[src/rtl/mem_arbiter_nch.sv]
// N-channel byte-serial arbiter onto the shared 8-bit RAM/IO bus.
// Bus pins, done pulse and read data are registered; a byte appears on the bus the cycle after its issue edge.
module mem_arbiter_nch #(
    parameter int unsigned NUM_CH   = 3,
    parameter int unsigned ARB_MODE = 0,
    parameter int unsigned CH_W     = 2
) (
    input  logic                   clk_in,
    input  logic                   rst_in,
    input  logic                   rdy_in,
    input  logic                   clear,
    input  logic [NUM_CH-1:0]      ch_valid,
    input  logic [NUM_CH-1:0]      ch_wr,
    input  logic [3*NUM_CH-1:0]    ch_len,
    input  logic [32*NUM_CH-1:0]   ch_addr,
    input  logic [32*NUM_CH-1:0]   ch_wdata,
    input  logic [NUM_CH-1:0]      ch_flushable,
    output logic [NUM_CH-1:0]      ch_done,
    output logic [31:0]            rdata,
    output logic                   busy,
    output logic [CH_W-1:0]        grant_idx,
    input  logic [7:0]             mem_din,
    output logic [7:0]             mem_dout,
    output logic [31:0]            mem_a,
    output logic                   mem_wr,
    input  logic                   io_buffer_full
);

    localparam int unsigned ADDR_W = 32;
    localparam int unsigned DATA_W = 32;
    localparam int unsigned LEN_W  = 3;
    localparam int unsigned K_W    = 2;
    localparam int unsigned BYTE_W = 8;

    typedef enum logic [1:0] {
        IDLE  = 2'd0,
        XFER  = 2'd1,
        DRAIN = 2'd2,
        DONE  = 2'd3
    } state_t;

    state_t              state_q, state_d;
    logic [K_W-1:0]      k_q, issue_k_q, cap_k_q;
    logic [CH_W-1:0]     rr_ptr_q, win_idx_c;
    logic [ADDR_W-1:0]   addr_q, sel_addr_c, cur_addr_c;
    logic [LEN_W-1:0]    len_q, sel_len_c;
    logic [DATA_W-1:0]   wdata_q, sel_wdata_c;
    logic                wr_q, flush_q, kill_q, issue_q, cap_q;
    logic                sel_wr_c, sel_flush_c;
    logic [NUM_CH-1:0]   cand_c;
    logic                win_found_c, latch_c, io_addr_c, io_stall_c, last_byte_c;
    logic                in_xfer_c, abort_c, io_kill_c, issue_c;
    logic [NUM_CH-1:0]   ch_done_d;
    logic [ADDR_W-1:0]   mem_a_d;
    logic [BYTE_W-1:0]   mem_dout_d;
    logic                mem_wr_d, busy_d, issue_d;

    // Speculative reads are not eligible while the pipeline is being cleared.
    assign cand_c = ch_valid & ~({NUM_CH{clear}} & ch_flushable & ~ch_wr);

    // Winner select: later loop iterations override, so they carry the higher priority.
    always_comb begin
        win_found_c = 1'b0;
        win_idx_c   = '0;
        if (ARB_MODE == 0) begin
            for (int i = int'(NUM_CH) - 1; i >= 0; i--) begin
                if (cand_c[i]) begin
                    win_found_c = 1'b1;
                    win_idx_c   = CH_W'(i);
                end
            end
        end else begin
            for (int j = int'(NUM_CH); j >= 1; j--) begin
                for (int c = 0; c < int'(NUM_CH); c++) begin
                    if (cand_c[c] && (32'(c) == (32'(rr_ptr_q) + 32'(j)) % NUM_CH)) begin
                        win_found_c = 1'b1;
                        win_idx_c   = CH_W'(c);
                    end
                end
            end
        end
    end

    always_comb begin
        sel_addr_c  = '0;
        sel_wdata_c = '0;
        sel_len_c   = '0;
        sel_wr_c    = 1'b0;
        sel_flush_c = 1'b0;
        for (int i = 0; i < int'(NUM_CH); i++) begin
            if (CH_W'(i) == win_idx_c) begin
                sel_addr_c  = ch_addr[32*i +: 32];
                sel_wdata_c = ch_wdata[32*i +: 32];
                sel_len_c   = ch_len[3*i +: 3];
                sel_wr_c    = ch_wr[i];
                sel_flush_c = ch_flushable[i];
            end
        end
    end

    always_comb begin
        cur_addr_c  = addr_q + ADDR_W'(k_q);
        io_addr_c   = (addr_q[17:16] == 2'b11);
        io_stall_c  = wr_q && (cur_addr_c[17:16] == 2'b11) && io_buffer_full;
        last_byte_c = (k_q == K_W'(len_q - LEN_W'(1)));
        in_xfer_c   = (state_q == XFER) || (state_q == DRAIN);
        abort_c     = rdy_in && clear && in_xfer_c && flush_q && !wr_q && !io_addr_c;
        io_kill_c   = rdy_in && clear && in_xfer_c && flush_q && !wr_q && io_addr_c;
        // Hold off arbitration while a done pulse is out so the requester can drop valid.
        latch_c     = rdy_in && (state_q == IDLE) && win_found_c && (ch_done == '0);
        issue_c     = rdy_in && (state_q == XFER) && !abort_c && !io_stall_c;
    end

    always_ff @(posedge clk_in or negedge rst_in) begin
        if (!rst_in) begin
            state_q <= IDLE;
        end else begin
            state_q <= state_d;
        end
    end

    always_comb begin
        state_d = state_q;
        case (state_q)
            IDLE: begin
                if (latch_c) state_d = XFER;
            end
            XFER: begin
                if (abort_c) begin
                    state_d = IDLE;
                end else if (issue_c && last_byte_c) begin
                    state_d = wr_q ? DONE : DRAIN;
                end
            end
            DRAIN: begin
                if (abort_c) begin
                    state_d = IDLE;
                end else if (rdy_in) begin
                    state_d = DONE;
                end
            end
            DONE: begin
                if (rdy_in) state_d = IDLE;
            end
            default: state_d = IDLE;
        endcase
    end

    always_comb begin
        ch_done_d  = '0;
        mem_a_d    = '0;
        mem_wr_d   = 1'b0;
        mem_dout_d = '0;
        issue_d    = 1'b0;
        busy_d     = (state_d != IDLE);
        if (issue_c) begin
            mem_a_d    = cur_addr_c;
            mem_wr_d   = wr_q;
            mem_dout_d = wdata_q[{k_q, 3'b000} +: 8];
            issue_d    = !wr_q;
        end
        if (rdy_in && (state_q == DONE) && !kill_q) begin
            for (int i = 0; i < int'(NUM_CH); i++) begin
                if (CH_W'(i) == grant_idx) ch_done_d[i] = 1'b1;
            end
        end
    end

    // Output registers, latched request and the two-stage read-return pipeline.
    always_ff @(posedge clk_in or negedge rst_in) begin
        if (!rst_in) begin
            ch_done   <= '0;
            rdata     <= '0;
            busy      <= 1'b0;
            grant_idx <= '0;
            mem_a     <= '0;
            mem_dout  <= '0;
            mem_wr    <= 1'b0;
            rr_ptr_q  <= CH_W'(NUM_CH - 1);
            k_q       <= '0;
            addr_q    <= '0;
            len_q     <= '0;
            wdata_q   <= '0;
            wr_q      <= 1'b0;
            flush_q   <= 1'b0;
            kill_q    <= 1'b0;
            issue_q   <= 1'b0;
            issue_k_q <= '0;
            cap_q     <= 1'b0;
            cap_k_q   <= '0;
        end else begin
            ch_done   <= ch_done_d;
            busy      <= busy_d;
            mem_a     <= mem_a_d;
            mem_wr    <= mem_wr_d;
            mem_dout  <= mem_dout_d;
            issue_q   <= issue_d;
            issue_k_q <= k_q;
            cap_q     <= issue_q && !abort_c;
            cap_k_q   <= issue_k_q;
            if (cap_q) rdata[{cap_k_q, 3'b000} +: 8] <= mem_din;
            if (issue_c && !last_byte_c) k_q <= k_q + K_W'(1);
            if (io_kill_c) kill_q <= 1'b1;
            if (latch_c) begin
                grant_idx <= win_idx_c;
                addr_q    <= sel_addr_c;
                len_q     <= sel_len_c;
                wdata_q   <= sel_wdata_c;
                wr_q      <= sel_wr_c;
                flush_q   <= sel_flush_c;
                kill_q    <= 1'b0;
                k_q       <= '0;
                rdata     <= '0;
                if (ARB_MODE != 0) rr_ptr_q <= win_idx_c;
            end
        end
    end

endmodule
[config.mk]
export PLATFORM = sky130hd
export DESIGN_NAME = mem_arbiter_nch
export DESIGN_NICKNAME = d
export VERILOG_FILES = /design/src/rtl/mem_arbiter_nch.sv
export SDC_FILE = /design/constraint.sdc
export NUM_CORES = 1
export LEC_CHECK = 0
export CAP_MARGIN = 20
export CORE_ASPECT_RATIO = 1.25
export CORE_MARGIN = 2
export CORE_UTILIZATION = 40
export CTS_CLUSTER_DIAMETER = 120
export DETAILED_ROUTE_END_ITERATION = 8
export GPL_TIMING_DRIVEN = 1
export PLACE_DENSITY = 0.77
export RECOVER_POWER = 25
export SLEW_MARGIN = 20
export SYNTH_ARGS = -nofsm -noshare
export SYNTH_HDL_FRONTEND = slang
export SYNTH_SLANG_ARGS = --single-unit
[constraint.sdc]
create_clock -name clk_in -period 2.4 [get_ports clk_in]
set_clock_uncertainty 0.2 [all_clocks]
set_input_delay 0.36 -clock clk_in [delete_from_list [all_inputs] [get_ports clk_in]]
set_output_delay 0.36 -clock clk_in [all_outputs]
set_load 0.02 [all_outputs]
==> run_results.csv <==
group,metric,value,unit
layout,final_area,12600,µm²
place,place_area,11900,µm²
sta,finalSetupViolCount,47,
sta,fin_hold_ws,151,ps
floorplan,fp.dieH,162,µm
yosys,yosysTopAreaCell,"dfrtp_1",
sta,rsz0062_at_grt,"true",
status,violations,"negative setup slack",
power,p_leak,5.42,nW
detailed_routing,dr.pass1.iters,4,
global_routing,grt_pass1_wl,36.8,mm
worst_setup_path,cp_slowest_cell,"or4_4",
yosys,ys_ff_latch,158,
worst_setup_path,cpPeakStageDelay,570,ps
layout,mostFrequentLayoutCell,"clkdlybuf4s50_1",
flow_run,drv_cap,0,
worst_setup_path,crit_chain,"ha_4 > a21oi_2 > or4_4 > o21a_1 > o2111ai_4 > o2111ai_1 > a32o_1",
detailed_routing,drt_iter0_markers,270,
detailed_routing,num_vias,7380,
layout,fill_cells,1611,
floorplan,fp.dieArea,21100,µm²
layout,final_util,64.5,%
detailed_routing,final_antenna_net_count,0,
clock_network,htree_levels,4,
clock_network,path_clk_slew,60,ps
global_routing,grt_pass1_vias,7541,
layout,stdcell_count,1461,
sta,fin_ws,-220,ps
yosys,synth-edff-count,0,
yosys,syn_nets,1071,
floorplan,pin_count,302,
place,io_buffers,298,
yosys,synth_cell_types,48,
floorplan,num_rows,57,
clock_network,cts_made_buffers,17,
yosys,syn_inst,835,
floorplan,core_area,19500,µm²
yosys,synth_ff_type,"dfrtp_1",
detailed_routing,drt-total-wl,23.2,mm
global_routing,gr-usage-all-layers,22.2,%
sta,max_freq,382,MHz
layout,layout_common_cells,"clkdlybuf4s50_1 (297), dfrtp_1 (156), nor2_1 (139), nand2_1 (90), a21oi_1 (73)",
clock_network,clock_latency,420,ps
sta,post-route-period-util,109,%
power,fin_total_pwr,11.0,mW
detailed_routing,drc,0,
place,dp_hpwl,18.2,mm
worst_setup_path,critical_path_class,"register to register",
place,finalWeightedCongestion,0.803,
sta,period_minus_slack,2620,ps
yosys,async_flop_share,100,%
yosys,ys_warn_count,0,
global_routing,overflow,0,
layout,drive_gt1_share,12.5,%
sta,finalHoldViolations,0,
power,vdd_drop_max,0.000549,V
global_routing,grt_max_degree,72,
sta,finalSetupTns,-6890,ps
sta,tightest_slew,1230,ps
sta,maxSlewViolCount,0,
yosys,syn_avg_cell_area,9.55,µm²
yosys,synth_area_leaders,"dfrtp_1 (50%), mux2i_1 (8.8%), nor2_1 (6.6%)",
global_routing,antenna_found_initial,1,
power,power_density,875,nW/µm²
floorplan,die_w,130,µm
layout,area_delta_synth_final,57.4,%
yosys,yosysTopAreaCellShare,49.6,%
clock_network,clock_path_buffers,2,
layout,layout.nets,1418,
worst_setup_path,crit_path_max_fanout,7,
worst_setup_path,crit_arrival,2720,ps
worst_hold_path,hp-class,"register to register",
place,placedCellCount,1425,
sta,slew_headroom,17.8,%
worst_setup_path,worstSetupEndpointType,"register",
yosys,synth_area,7980,µm²
worst_setup_path,worst_setup_path_start_kind,"register",
detailed_routing,wl_per_cell,15.9,µm
clock_network,root_buffer,"clkbuf_16",
place,pre_cts_slack,-385,ps
status,status,"finished, violations left",
yosys,ys_seq_area_share,49.6,%
detailed_routing,avgViaCountPerCell,5.05,
clock_network,cts_tree,"built",
floorplan,start_util,41.0,%
clock_network,cts_sinks,158,
worst_setup_path,worstPathRequired,2500,ps
critical path: cells and delay by family (launching register included):
family	cells	cell delay, ps
compound gates	5	1040
simple gates	1	570
fa+ha+maj	1	270
flops	1	420
path summary, 6_finish.rpt:
path,startpoint,end,slack (ps),cells past startpoint
setup / recovery,k_q[1],k_q[0],-220,7
hold / removal,issue_k_q[1],cap_k_q[1],150,0
setup reg to reg,k_q[1],k_q[0],-220,7
hold reg to reg,issue_k_q[1],cap_k_q[1],150,0
max in group asynchronous,rst_in,wdata_q[4],280,3
min in group asynchronous,rst_in,rdata[21],540,2
kinds of logic (layout without fill, tap and decap cells):
family          after synthesis  in the layout  share of synthesized area (%)
other cells                   0              1                              0
xor+xnor                     30             30                           3.29
simple gates                305            306                           16.9
flops                       158            158                           49.6
fa+ha+maj                    13             13                           2.13
buf+inv                      54            413                           2.98
compound gates              197            197                           14.1
mux                          78             78                           11.0
state kept, by name (all words and copies together) (netlist names), 2 cells and up:
register and flops:
state_q 2, len_q 2, grant_idx 2, mem_dout 8, wdata_q 32, mem_a 32, addr_q 32, ch_done 3
cap_k_q 2, rdata 32, k_q 2, issue_k_q 2
layer usage:
metal	routed length [µm]	track usage (%)	vias up
met1	8930	25.0	3503
met3	1370	5.01	27
met4	427	6.16	0
li1	-	-	3599
met2	12500	41.5	251
met5	0	0	-
cell usage after synthesis, types with 2 or more instances:
master	n
dfrtp_1	158
nor2_1	141
nand2_1	91
a21oi_1	76
o21ai_0	71
mux2i_1	70
a22oi_1	33
clkbuf_1	30
xor2_1	19
and2_1	15
and3_1	12
ha_1	12
nand3_1	12
xnor2_1	11
buf_2	10
mux4_2	8
nand4_1	8
inv_1	6
buf_1	5
nand3b_1	4
nor3_1	4
and4_1	3
buf_6	3
nor4b_1	3
a31oi_1	2
nor2b_1	2
nor3b_1	2
nor4_1	2
o21a_1	2
o22ai_1	2
final cells by class:
| type | instances | area [µm²] | share of cell area [%] |
|---|---|---|---|
| repair buffers | 375 | 3690 | 29.3 |
| inverters | 6 | 22.5 | 0.179 |
| well taps | 265 | 332 | 2.64 |
| multi-input cells | 624 | 3960 | 31.6 |
| clock inverters | 15 | 171 | 1.36 |
| diodes | 1 | 2.50 | 0.0199 |
| clock buffers | 17 | 425 | 3.39 |
| flip-flops and latches | 158 | 3960 | 31.5 |
report_power, final:
| part | total [mW] | switching, mW | internal, mW |
|---|---|---|---|
| clock | 2.72 | 1.15 | 1.57 |
| combinational | 4.11 | 2.07 | 2.04 |
| sequential | 4.16 | 0.672 | 3.49 |
what timing repair did:
action                                  CTS  global route
gates cloned                              1             0
endpoints found under the hold margin    45             0
pin swaps                                 4             4
gates resized for setup                   8            11
setup buffers                             0             1
hold buffers                              1             0
endpoints found under the setup margin   47            47
No activity file was read; power rests on OpenSTA's default activity.
